`config.mk`:
```
export PLATFORM = sky130hd
export DESIGN_NAME = alu_cmd_ctrl
export DESIGN_NICKNAME = d
export VERILOG_FILES = /design/src/rtl/alu_cmd_ctrl.sv
export SDC_FILE = /design/constraint.sdc
export NUM_CORES = 1
export LEC_CHECK = 0
export ABC_CLOCK_PERIOD_IN_PS = 2500
export CAP_MARGIN = 20
export CORE_MARGIN = 2
export CORE_UTILIZATION = 46
export DETAILED_ROUTE_END_ITERATION = 16
export PLACE_DENSITY_LB_ADDON = 0.08
export SYNTH_ARGS = -nofsm -noshare
export SYNTH_HDL_FRONTEND = slang
export SYNTH_SLANG_ARGS = --single-unit
```
`constraint.sdc`:
```
create_clock -name clk -period 2.5 [get_ports clk]
set_input_delay 0.5 -clock clk [delete_from_list [all_inputs] [get_ports clk]]
set_output_delay 0.5 -clock clk [all_outputs]
set_load 0.01 [all_outputs]
```
`src/rtl/alu_cmd_ctrl.sv`:
```
// Command controller in front of the ALU: parses CMD/A/B/FUNC frames from rx,
// pulses the ALU enable, and returns the 16-bit result on tx, low byte first.
module alu_cmd_ctrl #(
    parameter int                       DATA_IN_WIDTH  = 8,
    parameter int                       DATA_OUT_WIDTH = 2 * DATA_IN_WIDTH,
    parameter logic [DATA_IN_WIDTH-1:0] CMD_FULL       = 8'hCC,
    parameter logic [DATA_IN_WIDTH-1:0] CMD_REUSE      = 8'hDD,
    parameter int                       ALU_TIMEOUT    = 4
) (
    input  logic                      clk,
    input  logic                      reset_n,
    input  logic [DATA_IN_WIDTH-1:0]  rx_data_in,
    input  logic                      rx_valid_in,
    output logic [DATA_IN_WIDTH-1:0]  alu_a_out,
    output logic [DATA_IN_WIDTH-1:0]  alu_b_out,
    output logic [3:0]                alu_func_out,
    output logic                      alu_en_out,
    input  logic [DATA_OUT_WIDTH-1:0] alu_data_in,
    input  logic                      alu_valid_in,
    output logic [DATA_IN_WIDTH-1:0]  tx_data_out,
    output logic                      tx_valid_out,
    input  logic                      tx_busy_in,
    output logic                      rx_drop_out,
    output logic                      alu_err_out
);

    localparam int TW = $clog2(ALU_TIMEOUT + 1);

    typedef enum logic [2:0] {
        S_IDLE,
        S_GET_A,
        S_GET_B,
        S_GET_F,
        S_ALU_REQ,
        S_ALU_WAIT,
        S_TX_LO,
        S_TX_HI
    } state_t;

    state_t                    r_state;
    logic [DATA_IN_WIDTH-1:0]  r_a;
    logic [DATA_IN_WIDTH-1:0]  r_b;
    logic [3:0]                r_func;
    logic                      r_alu_en;
    logic                      r_alu_err;
    logic [TW-1:0]             r_wait_cnt;
    logic [DATA_OUT_WIDTH-1:0] r_result;
    logic [DATA_IN_WIDTH-1:0]  r_tx_data;
    logic                      r_tx_valid;
    logic                      w_busy_state;

    always_ff @(posedge clk or negedge reset_n) begin
        if (!reset_n) begin
            r_state    <= S_IDLE;
            r_a        <= '0;
            r_b        <= '0;
            r_func     <= '0;
            r_alu_en   <= 1'b0;
            r_alu_err  <= 1'b0;
            r_wait_cnt <= '0;
            r_result   <= '0;
            r_tx_data  <= '0;
            r_tx_valid <= 1'b0;
        end else begin
            r_alu_en  <= 1'b0;
            r_alu_err <= 1'b0;
            case (r_state)
                S_IDLE: begin
                    if (rx_valid_in) begin
                        if (rx_data_in == CMD_FULL)
                            r_state <= S_GET_A;
                        else if (rx_data_in == CMD_REUSE)
                            r_state <= S_GET_F;
                    end
                end
                S_GET_A: begin
                    if (rx_valid_in) begin
                        r_a     <= rx_data_in;
                        r_state <= S_GET_B;
                    end
                end
                S_GET_B: begin
                    if (rx_valid_in) begin
                        r_b     <= rx_data_in;
                        r_state <= S_GET_F;
                    end
                end
                S_GET_F: begin
                    // Enable is registered so it is high exactly while in ALU_REQ.
                    if (rx_valid_in) begin
                        r_func   <= rx_data_in[3:0];
                        r_alu_en <= 1'b1;
                        r_state  <= S_ALU_REQ;
                    end
                end
                S_ALU_REQ: begin
                    r_wait_cnt <= '0;
                    r_state    <= S_ALU_WAIT;
                end
                S_ALU_WAIT: begin
                    if (alu_valid_in) begin
                        r_result   <= alu_data_in;
                        r_tx_data  <= alu_data_in[DATA_IN_WIDTH-1:0];
                        r_tx_valid <= 1'b1;
                        r_state    <= S_TX_LO;
                    end else if (r_wait_cnt == TW'(ALU_TIMEOUT - 1)) begin
                        r_alu_err <= 1'b1;
                        r_state   <= S_IDLE;
                    end else begin
                        r_wait_cnt <= r_wait_cnt + 1'b1;
                    end
                end
                S_TX_LO: begin
                    if (!tx_busy_in) begin
                        r_tx_data <= r_result[DATA_OUT_WIDTH-1 -: DATA_IN_WIDTH];
                        r_state   <= S_TX_HI;
                    end
                end
                S_TX_HI: begin
                    if (!tx_busy_in) begin
                        r_tx_valid <= 1'b0;
                        r_tx_data  <= '0;
                        r_state    <= S_IDLE;
                    end
                end
                default: r_state <= S_IDLE;
            endcase
        end
    end

    // Bytes arriving while a command is in flight are discarded, never buffered.
    always_comb begin
        w_busy_state = 1'b0;
        if (r_state inside {S_ALU_REQ, S_ALU_WAIT, S_TX_LO, S_TX_HI})
            w_busy_state = 1'b1;
    end

    assign rx_drop_out  = rx_valid_in & w_busy_state;
    assign alu_a_out    = r_a;
    assign alu_b_out    = r_b;
    assign alu_func_out = r_func;
    assign alu_en_out   = r_alu_en;
    assign alu_err_out  = r_alu_err;
    assign tx_data_out  = r_tx_data;
    assign tx_valid_out = r_tx_valid;

endmodule

```
==> results of run 1 <==
[routing by layer]
layer  vias up  wire (um)
met5         -          0
met4         0         30
met3         4        278
met2        42       2120
met1       724       1930
li1        722          -
[worst max-delay path by stage]
stage / start / end / slack (ns) / cells after the start
global placement: rx_valid_in / alu_a_out[5] / 0.33 / 4
detailed placement: rx_valid_in / alu_b_out[2] / 0.27 / 4
finish: rx_valid_in / rx_drop_out / 0.35 / 3
floorplan: r_wait_cnt[0] / r_state[0] / 0.72 / 6
CTS: rx_valid_in / rx_drop_out / 0.34 / 3
global route: r_state[2] / rx_drop_out / 0.27 / 2
[state kept, by name, indices dropped and copies added, names as in the netlist]
signal / cells
alu_a_out: 8
alu_b_out: 8
r_result: 8
tx_data_out: 8
alu_func_out: 4
r_state: 3
r_wait_cnt: 3
alu_en_out: 1
alu_err_out: 1
tx_valid_out: 1
[per-stage QoR]
step                      cells  hold slack, ns  area [um2]  total power [W]  util, %
after global placement      276           0.450        2660          0.00258     61.9
final                       283           0.132        2750          0.00306     64.0
after global routing        283           0.154        2750          0.00328     64.0
after CTS                   283           0.139        2750          0.00310     64.0
after detailed placement    276           0.464        2660          0.00264     61.9
after floorplan             169           0.204        2020          0.00198        -
[worst max-delay path: cells and delay by family]
| kind | cells | cell delay (ns) |
|---|---|---|
| buffers and inverters | 2 | 1.03 |
| AND/OR/NAND/NOR | 1 | 0.13 |
[final cells by class]
cell class                      instances  area share [%]
Multi-Input combinational cell        110            30.0
Tap cell                               52            2.37
Clock buffer                            7            3.14
Inverter                                5           0.683
Sequential cell                        45            41.0
Timing Repair Buffer                   64            22.8
[logic make-up after synthesis]
logic type	share of synthesized area [%]
muxes	15.0
adders and majority gates	1.24
AOI/OAI and AO/OA	11.4
buffers and inverters	3.59
DFF	55.7
xor gates and xnor gates	0.433
and+or+nand+nor	12.7
[synthesized netlist by cell type (all sizes together)]
cell	count	area (um2)
dfrtp	45	1130
mux2	27	304
o21ai	19	95.1
nand2	14	52.6
buf	9	53.8
nor3b	9	67.6
a21oi	8	40.0
inv	5	18.8
nor2b	5	33.8
a22o	3	26.3
a31oi	2	27.5
and2	2	12.5
and3b	2	17.5
ha	2	25.0
nand3	2	10.0
nor2	2	7.51
a21o	1	7.51
and3	1	6.26
nand2b	1	6.26
nand3b	1	7.51
nand4b	1	8.76
nor4	1	6.26
o211ai	1	7.51
o21bai	1	7.51
o311a	1	10.0
o41ai	1	8.76
or3	1	6.26
or4b	1	13.8
xor2	1	8.76
[report_power, final]
group	internal [W]	leakage, nW	switching, W
sequential	0.00106	0.555	0.000250
combinational	0.000804	0.577	0.000506
clock	0.000219	0.0443	0.000228
==> flow_summary.json, run 1 <==
{
  "outcome": "finished, final reports clean",
  "final.setup.tns_ns": 0,
  "floorplan.initialDensity_pct": 47.1,
  "wl_um": 4360,
  "fp.dieW_um": 70.3,
  "timing.rr.start": "r_wait_cnt[0]",
  "path_clk_slew_ns": 0.08,
  "max_cap_violations": 0,
  "cellPowerDensity_nw_per_um2": 1120,
  "crit_path_top_delay_cell": "clkdlybuf4s50_1",
  "worst_path_most_repeated_cell": "clkdlybuf4s50_1",
  "clock-root-buffer": "clkbuf_8",
  "grt_overflow": 0,
  "grt_pass1_wl_um": 7240,
  "p_leak_nw": 1.18,
  "first_iter_violations": 72,
  "ys_ff_latch": 45,
  "rsz0062_at_grt": "no",
  "irDropWorstVdd_v": 0.000508,
  "die-area_um2": 4940,
  "syn_avg_cell_area_um2": 12.0,
  "r2r-end": "r_state[0]",
  "die_y_um": 70.3,
  "cts_resized": 0,
  "routedWlPerCell_um": 15.4,
  "layout_setup_ws_ns": 0.346,
  "synthToLayoutAreaGrowth_pct": 35.7,
  "viasPerCell": 5.27,
  "yosysUniqueCellTypes": 34,
  "setup_viol": 0,
  "ys_seq_area_share_pct": 55.7,
  "fmax_mhz": 464,
  "yosys_warnings": 0,
  "cts_setup_buffers": 0,
  "rows": 24,
  "worstSetupPathType": "in -> out",
  "cts_max_level": 2,
  "clock-skew-final_ns": 0.00507,
  "critPathLaunchType": "input pin",
  "cpPeakStageDelay_ns": 0.53,
  "final_nets": 262,
  "ios": 61,
  "antenna_cells": 0,
  "fin_crit_ns": 2.15,
  "dpl_worst_slack_ns": 0.272,
  "gr-usage-met3_pct": 7.07,
  "grt-busiest-layer": "met2",
  "reg2reg_depth": 6,
  "postSynthNetCount": 200,
  "multi_input_area_um2": 825,
  "drive_gt1_share_pct": 17.7,
  "drcViolationCount": 0,
  "core-area_um2": 4290,
  "place_hpwl_um": 3170,
  "cts.sinks": 45,
  "grtUsageMet2_pct": 30.9,
  "cts_buffer_depth": 2,
  "use_met1_pct": 23.2,
  "end_kind": "output pin",
  "maxSlewViolCount": 0,
  "worstPathArrival_ns": 1.65,
  "syn_inst": 169,
  "fill_cells": 344,
  "grtUsageTotal_pct": 19.0,
  "place.port_buffers": 60,
  "worstMarginPinSlew_ns": 0.473,
  "cp_max_fo": 3,
  "rrSetupSlack_ns": 0.58,
  "layout_common_cells": "clkdlybuf4s50_1, dfrtp_1, mux2_2",
  "grt_pass1_vias": 1519,
  "cts_hold_buf": 0,
  "firstDrtPassIters": 4,
  "relSlewSlack_pct": 68.4,
  "ant_nets": 0,
  "regArea_um2": 1130,
  "cp.required_ns": 2.00,
  "cts_made_buffers": 5,
  "gp_congestion": 0.825,
  "hold_path_class": "in -> async",
  "hold_violations": 0,
  "syn-cell-area_um2": 2020,
  "grt_max_degree": 27,
  "cp_cell_sequence": "clkdlybuf4s50_1 > and2_1 > clkdlybuf4s50_1",
  "tritoncts": "done",
  "clock_latency_ns": 0.30,
  "num_vias": 1492,
  "antenna_found_initial": 0,
  "final_common_cell": "clkdlybuf4s50_1",
  "post-route-period-util_pct": 86.1
}
(Power assumes the default switching activity.)
==> inputs of run 2 (changes only) <==
- ABC_CLOCK_PERIOD_IN_PS: 2500 -> 2100
- MAX_ROUTING_LAYER: default -> met4
- clock period: 2.5 -> 2.1 ns (I/O delays scaled with it)
==> flow_summary.json, run 2 (same netlist as run 1, synthesis figures left out) <==
{
  "final.setup.tns_ns": 0,
  "cts.sinks": 45,
  "die_y_um": 70.3,
  "critPathLaunchType": "input pin",
  "core-area_um2": 4290,
  "grt_pass1_vias": 1483,
  "cts_buffer_depth": 2,
  "antenna_found_initial": 0,
  "grt_max_degree": 46,
  "regArea_um2": 1130,
  "outcome": "finished, final reports clean",
  "drcViolationCount": 0,
  "die-area_um2": 4940,
  "cellPowerDensity_nw_per_um2": 1350,
  "dp.cells": 280,
  "place_hpwl_um": 3140,
  "timing.rr.start": "r_wait_cnt[0]",
  "num_vias": 1546,
  "fin_crit_ns": 1.99,
  "grtUsageTotal_pct": 19.7,
  "p_leak_nw": 1.22,
  "reg2reg_depth": 6,
  "grt_overflow": 0,
  "hold_path_class": "in -> async",
  "clock-skew-final_ns": 0.00848,
  "fp.dieW_um": 70.3,
  "routedWlPerCell_um": 15.4,
  "end_kind": "output pin",
  "ant_nets": 0,
  "setup_viol": 0,
  "critPathLaunch": "rx_valid_in",
  "synthToLayoutAreaGrowth_pct": 40.8,
  "cts_hold_buf": 0,
  "tritoncts": "done",
  "worstSetupPathType": "in -> out",
  "firstDrtPassIters": 4,
  "layout_common_cells": "clkdlybuf4s50_1, dfrtp_1, mux2_2",
  "fin_area_um2": 2850,
  "fmax_mhz": 504,
  "rows": 24,
  "final_common_cell": "clkdlybuf4s50_1",
  "fin_hold_ws_ns": 0.0914,
  "grt_pass1_wl_um": 7380,
  "path_clk_slew_ns": 0.09,
  "post-route-period-util_pct": 94.5,
  "viasPerCell": 5.37,
  "p_total_w": 0.00386,
  "hold_violations": 0,
  "irDropWorstVdd_v": 0.000806,
  "max_cap_violations": 0,
  "worstPathArrival_ns": 1.57,
  "finalNonFillerCells": 288,
  "first_iter_violations": 112,
  "floorplan.initialDensity_pct": 47.1,
  "cts_setup_buffers": 0,
  "rsz0062_at_grt": "no",
  "relSlewSlack_pct": 68.2,
  "cts_made_buffers": 5,
  "multi_input_area_um2": 825,
  "cts_max_level": 2,
  "wl_um": 4440,
  "worstMarginPinSlew_ns": 0.476,
  "clock-root-buffer": "clkbuf_8",
  "gp_congestion": 0.735,
  "cts_resized": 0,
  "maxSlewViolCount": 0,
  "fill_cells": 331,
  "place_area_um2": 2730,
  "cp.required_ns": 1.68,
  "drive_gt1_share_pct": 19.9,
  "cp_max_fo": 3,
  "ios": 61,
  "antenna_cells": 0,
  "final_nets": 266,
  "place.port_buffers": 60,
  "clock_latency_ns": 0.29
}
==> run 2: changes by cell type in the layout (fill, tap and decap cells not counted), sizes merged <==
cell	change
clkinvlp	+1
bufinv	+1
clkbuf	-1
buf	+4
==> run 2: final timing paths <==
check,to,slack (ns)
worst min register to register,tx_data_out[2],0.49
worst max register to register,r_state[0],0.14
worst min-delay path,tx_valid_out,0.09
worst max-delay path,rx_drop_out,0.11
min in group clk,tx_data_out[2],0.49
max in group asynchronous,alu_b_out[7],1.79
==> run 2: cell type report <==
| type | instances | area share [%] |
|---|---|---|
| well taps | 52 | 2.28 |
| multi-input cells | 110 | 29.0 |
| flip-flops and latches | 45 | 39.5 |
| repair buffers | 68 | 24.3 |
| inverters | 5 | 0.659 |
| clock inverters | 2 | 1.32 |
| clock buffers | 6 | 2.90 |
==> run 2: worst max-delay path, cell delays in order <==
cell and delay (ns):
clkdlybuf4s50_1 0.49, and2_1 0.13, clkdlybuf4s50_1 0.53
==> run 2: stage by stage <==
stage,util [%],worst slack [ns]
3_3_place_gp,63.5,0.120
3_5_place_dp,63.5,0.118
6_report,66.3,0.115
4_1_cts,66.3,0.113
5_1_grt,66.3,0.0798
2_1_floorplan,-,0.323
==> run 2: routing by layer <==
metal	up-vias	routed length, um	share of wire (%)	track usage (%)
met2	53	2200	50	30.9
li1	733	-	-	-
met5	-	0	0	-
met4	0	60	1.4	5.77
met1	752	1960	44	25.4
met3	8	213	4.8	4.91
==> run 2: power breakdown <==
part / leakage [nW] / internal [W] / total (W) / switching [W]
registers: 0.555 / 0.00126 / 0.00152 / 0.000265
clock network: 0.0574 / 0.000387 / 0.000676 / 0.000289
logic: 0.608 / 0.00101 / 0.00166 / 0.000652
total: 1.22 / 0.00265 / 0.00386 / 0.00121
==> inputs of run 3 (changes only) <==
- CORE_UTILIZATION: 46 -> 37
==> flow_summary.json, run 3 (same netlist as run 1, synthesis figures left out) <==
{
  "grt-busiest-layer": "met2",
  "grt_pass1_wl_um": 7600,
  "critPathLaunchType": "input pin",
  "worstSetupPathType": "in -> out",
  "pwr-share-seq_pct": 39.5,
  "place_hpwl_um": 3350,
  "tritoncts": "done",
  "worstMarginPinSlew_ns": 0.567,
  "clock-root-buffer": "clkbuf_8",
  "use_met1_pct": 20.0,
  "grt_pass1_vias": 1587,
  "grtUsageTotal_pct": 16.3,
  "cts_setup_buffers": 0,
  "cts.sinks": 45,
  "cts_made_buffers": 5,
  "fmax_mhz": 500,
  "irDropWorstVdd_v": 0.000631,
  "cp.buffers_inverters": 2,
  "routedWlPerCell_um": 14.6,
  "ios": 61,
  "drcViolationCount": 0,
  "worstPathArrival_ns": 1.58,
  "p_clk_share_pct": 17.5,
  "final.setup.tns_ns": 0,
  "place_area_um2": 2720,
  "rsz0062_at_grt": "no",
  "rrSetupSlack_ns": 0.21,
  "p_leak_nw": 1.21,
  "p_sw_w": 0.00118,
  "power_frac_comb_pct": 43.0,
  "grt_max_degree": 46,
  "p_int_w": 0.00264,
  "cpPeakStageDelay_ns": 0.53,
  "cts_resized": 0,
  "fin_area_um2": 2830,
  "clock-skew-final_ns": 0.0114,
  "die_y_um": 77.9,
  "relSlewSlack_pct": 62.2,
  "layout_common_cells": "clkdlybuf4s50_1, dfrtp_1, mux2_2",
  "crit_path_top_delay_cell": "clkdlybuf4s50_1",
  "cellPowerDensity_nw_per_um2": 1350,
  "worst_path_most_repeated_cell": "clkdlybuf4s50_1",
  "antenna_found_initial": 0,
  "switching_share_pct": 30.9,
  "max_cap_violations": 0,
  "outcome": "finished, final reports clean",
  "setup_viol": 0,
  "firstDrtPassIters": 4,
  "antenna_cells": 0,
  "cts_buffer_depth": 2,
  "gr-usage-met3_pct": 4.30,
  "fin_crit_ns": 2.00,
  "drive_gt1_share_pct": 19.1,
  "cp_max_fo": 3,
  "hold_path_class": "in -> async",
  "dpl_worst_slack_ns": 0.100,
  "first_iter_violations": 110,
  "viasPerCell": 4.89,
  "ant_nets": 0,
  "wl_um": 4460,
  "fp.dieW_um": 77.9,
  "path_clk_slew_ns": 0.08,
  "cp.required_ns": 1.68,
  "cp_top_family": "buffers and inverters",
  "grt_overflow": 0,
  "final_util_pct": 54.4,
  "maxSlewViolCount": 0,
  "final_nets": 265,
  "grtUsageMet2_pct": 26.6,
  "end_kind": "output pin",
  "place.port_buffers": 60,
  "floorplan.initialDensity_pct": 38.9,
  "post-route-period-util_pct": 95.3,
  "layout_setup_ws_ns": 0.0993,
  "synthToLayoutAreaGrowth_pct": 40.1,
  "cts_hold_buf": 0,
  "rows": 26,
  "clock_latency_ns": 0.29,
  "cts_max_level": 2,
  "core-area_um2": 5200,
  "cp_cell_sequence": "clkdlybuf4s50_1 > and2_1 > clkdlybuf4s50_1",
  "num_vias": 1491,
  "hold_violations": 0,
  "die-area_um2": 6080,
  "final_common_cell": "clkdlybuf4s50_1",
  "gp_congestion": 0.764
}
## run 3: cell count changes in the layout (fill, tap and decap cells not counted)
cell / delta
buf_4: +1
clkbuf_1: +1
clkinvlp_4: -1
buf_12: -2
## run 3: power by group through the flow
| stage | registers, W | clock network (W) | logic, W |
|---|---|---|---|
| 3_3_place_gp | 0.00150 | 0 | 0.00162 |
| 4_1_cts | 0.00151 | 0.000691 | 0.00168 |
| 5_1_grt | 0.00157 | 0.000732 | 0.00179 |
| 6_report | 0.00151 | 0.000667 | 0.00164 |
| 2_1_floorplan | 0.00159 | 0 | 0.000776 |
| 3_5_place_dp | 0.00153 | 0 | 0.00167 |
## run 3: layer usage
layer / part of all wire (%) / wire (um) / vias to the layer above
li1: - / - / 731
met2: 51 / 2270 / 29
met5: 0 / 0 / -
met3: 3.8 / 169 / 2
met4: 0.52 / 23 / 0
met1: 45 / 2000 / 729
## run 3: worst paths after layout
| kind | startpoint | cells past startpoint | to |
|---|---|---|---|
| max in group asynchronous | reset_n | 2 | r_result[15] |
| hold / removal | reset_n | 2 | tx_data_out[5] |
| hold reg to reg | tx_data_out[4] | 2 | tx_data_out[4] |
| setup reg to reg | r_wait_cnt[0] | 6 | r_state[0] |
| min in group clk | tx_data_out[4] | 2 | tx_data_out[4] |
| setup / recovery | rx_valid_in | 3 | rx_drop_out |
## run 3: layout make-up
type	instances	area [um2]
inverter	5	18.8
timing repair buffer	67	661
multi-input combinational	110	825
fill	469	2370
clock inverter	1	30.0
clock buffer	7	86.3
sequential	45	1130
tap	70	87.6
## run 3: per-stage QoR
stage	hold slack, ns	std cells	total power [W]
CTS	0.216	305	0.00388
global placement	0.465	297	0.00312
floorplan	0.124	169	0.00236
global route	0.244	305	0.00410
finish	0.196	305	0.00382
detailed placement	0.472	297	0.00320
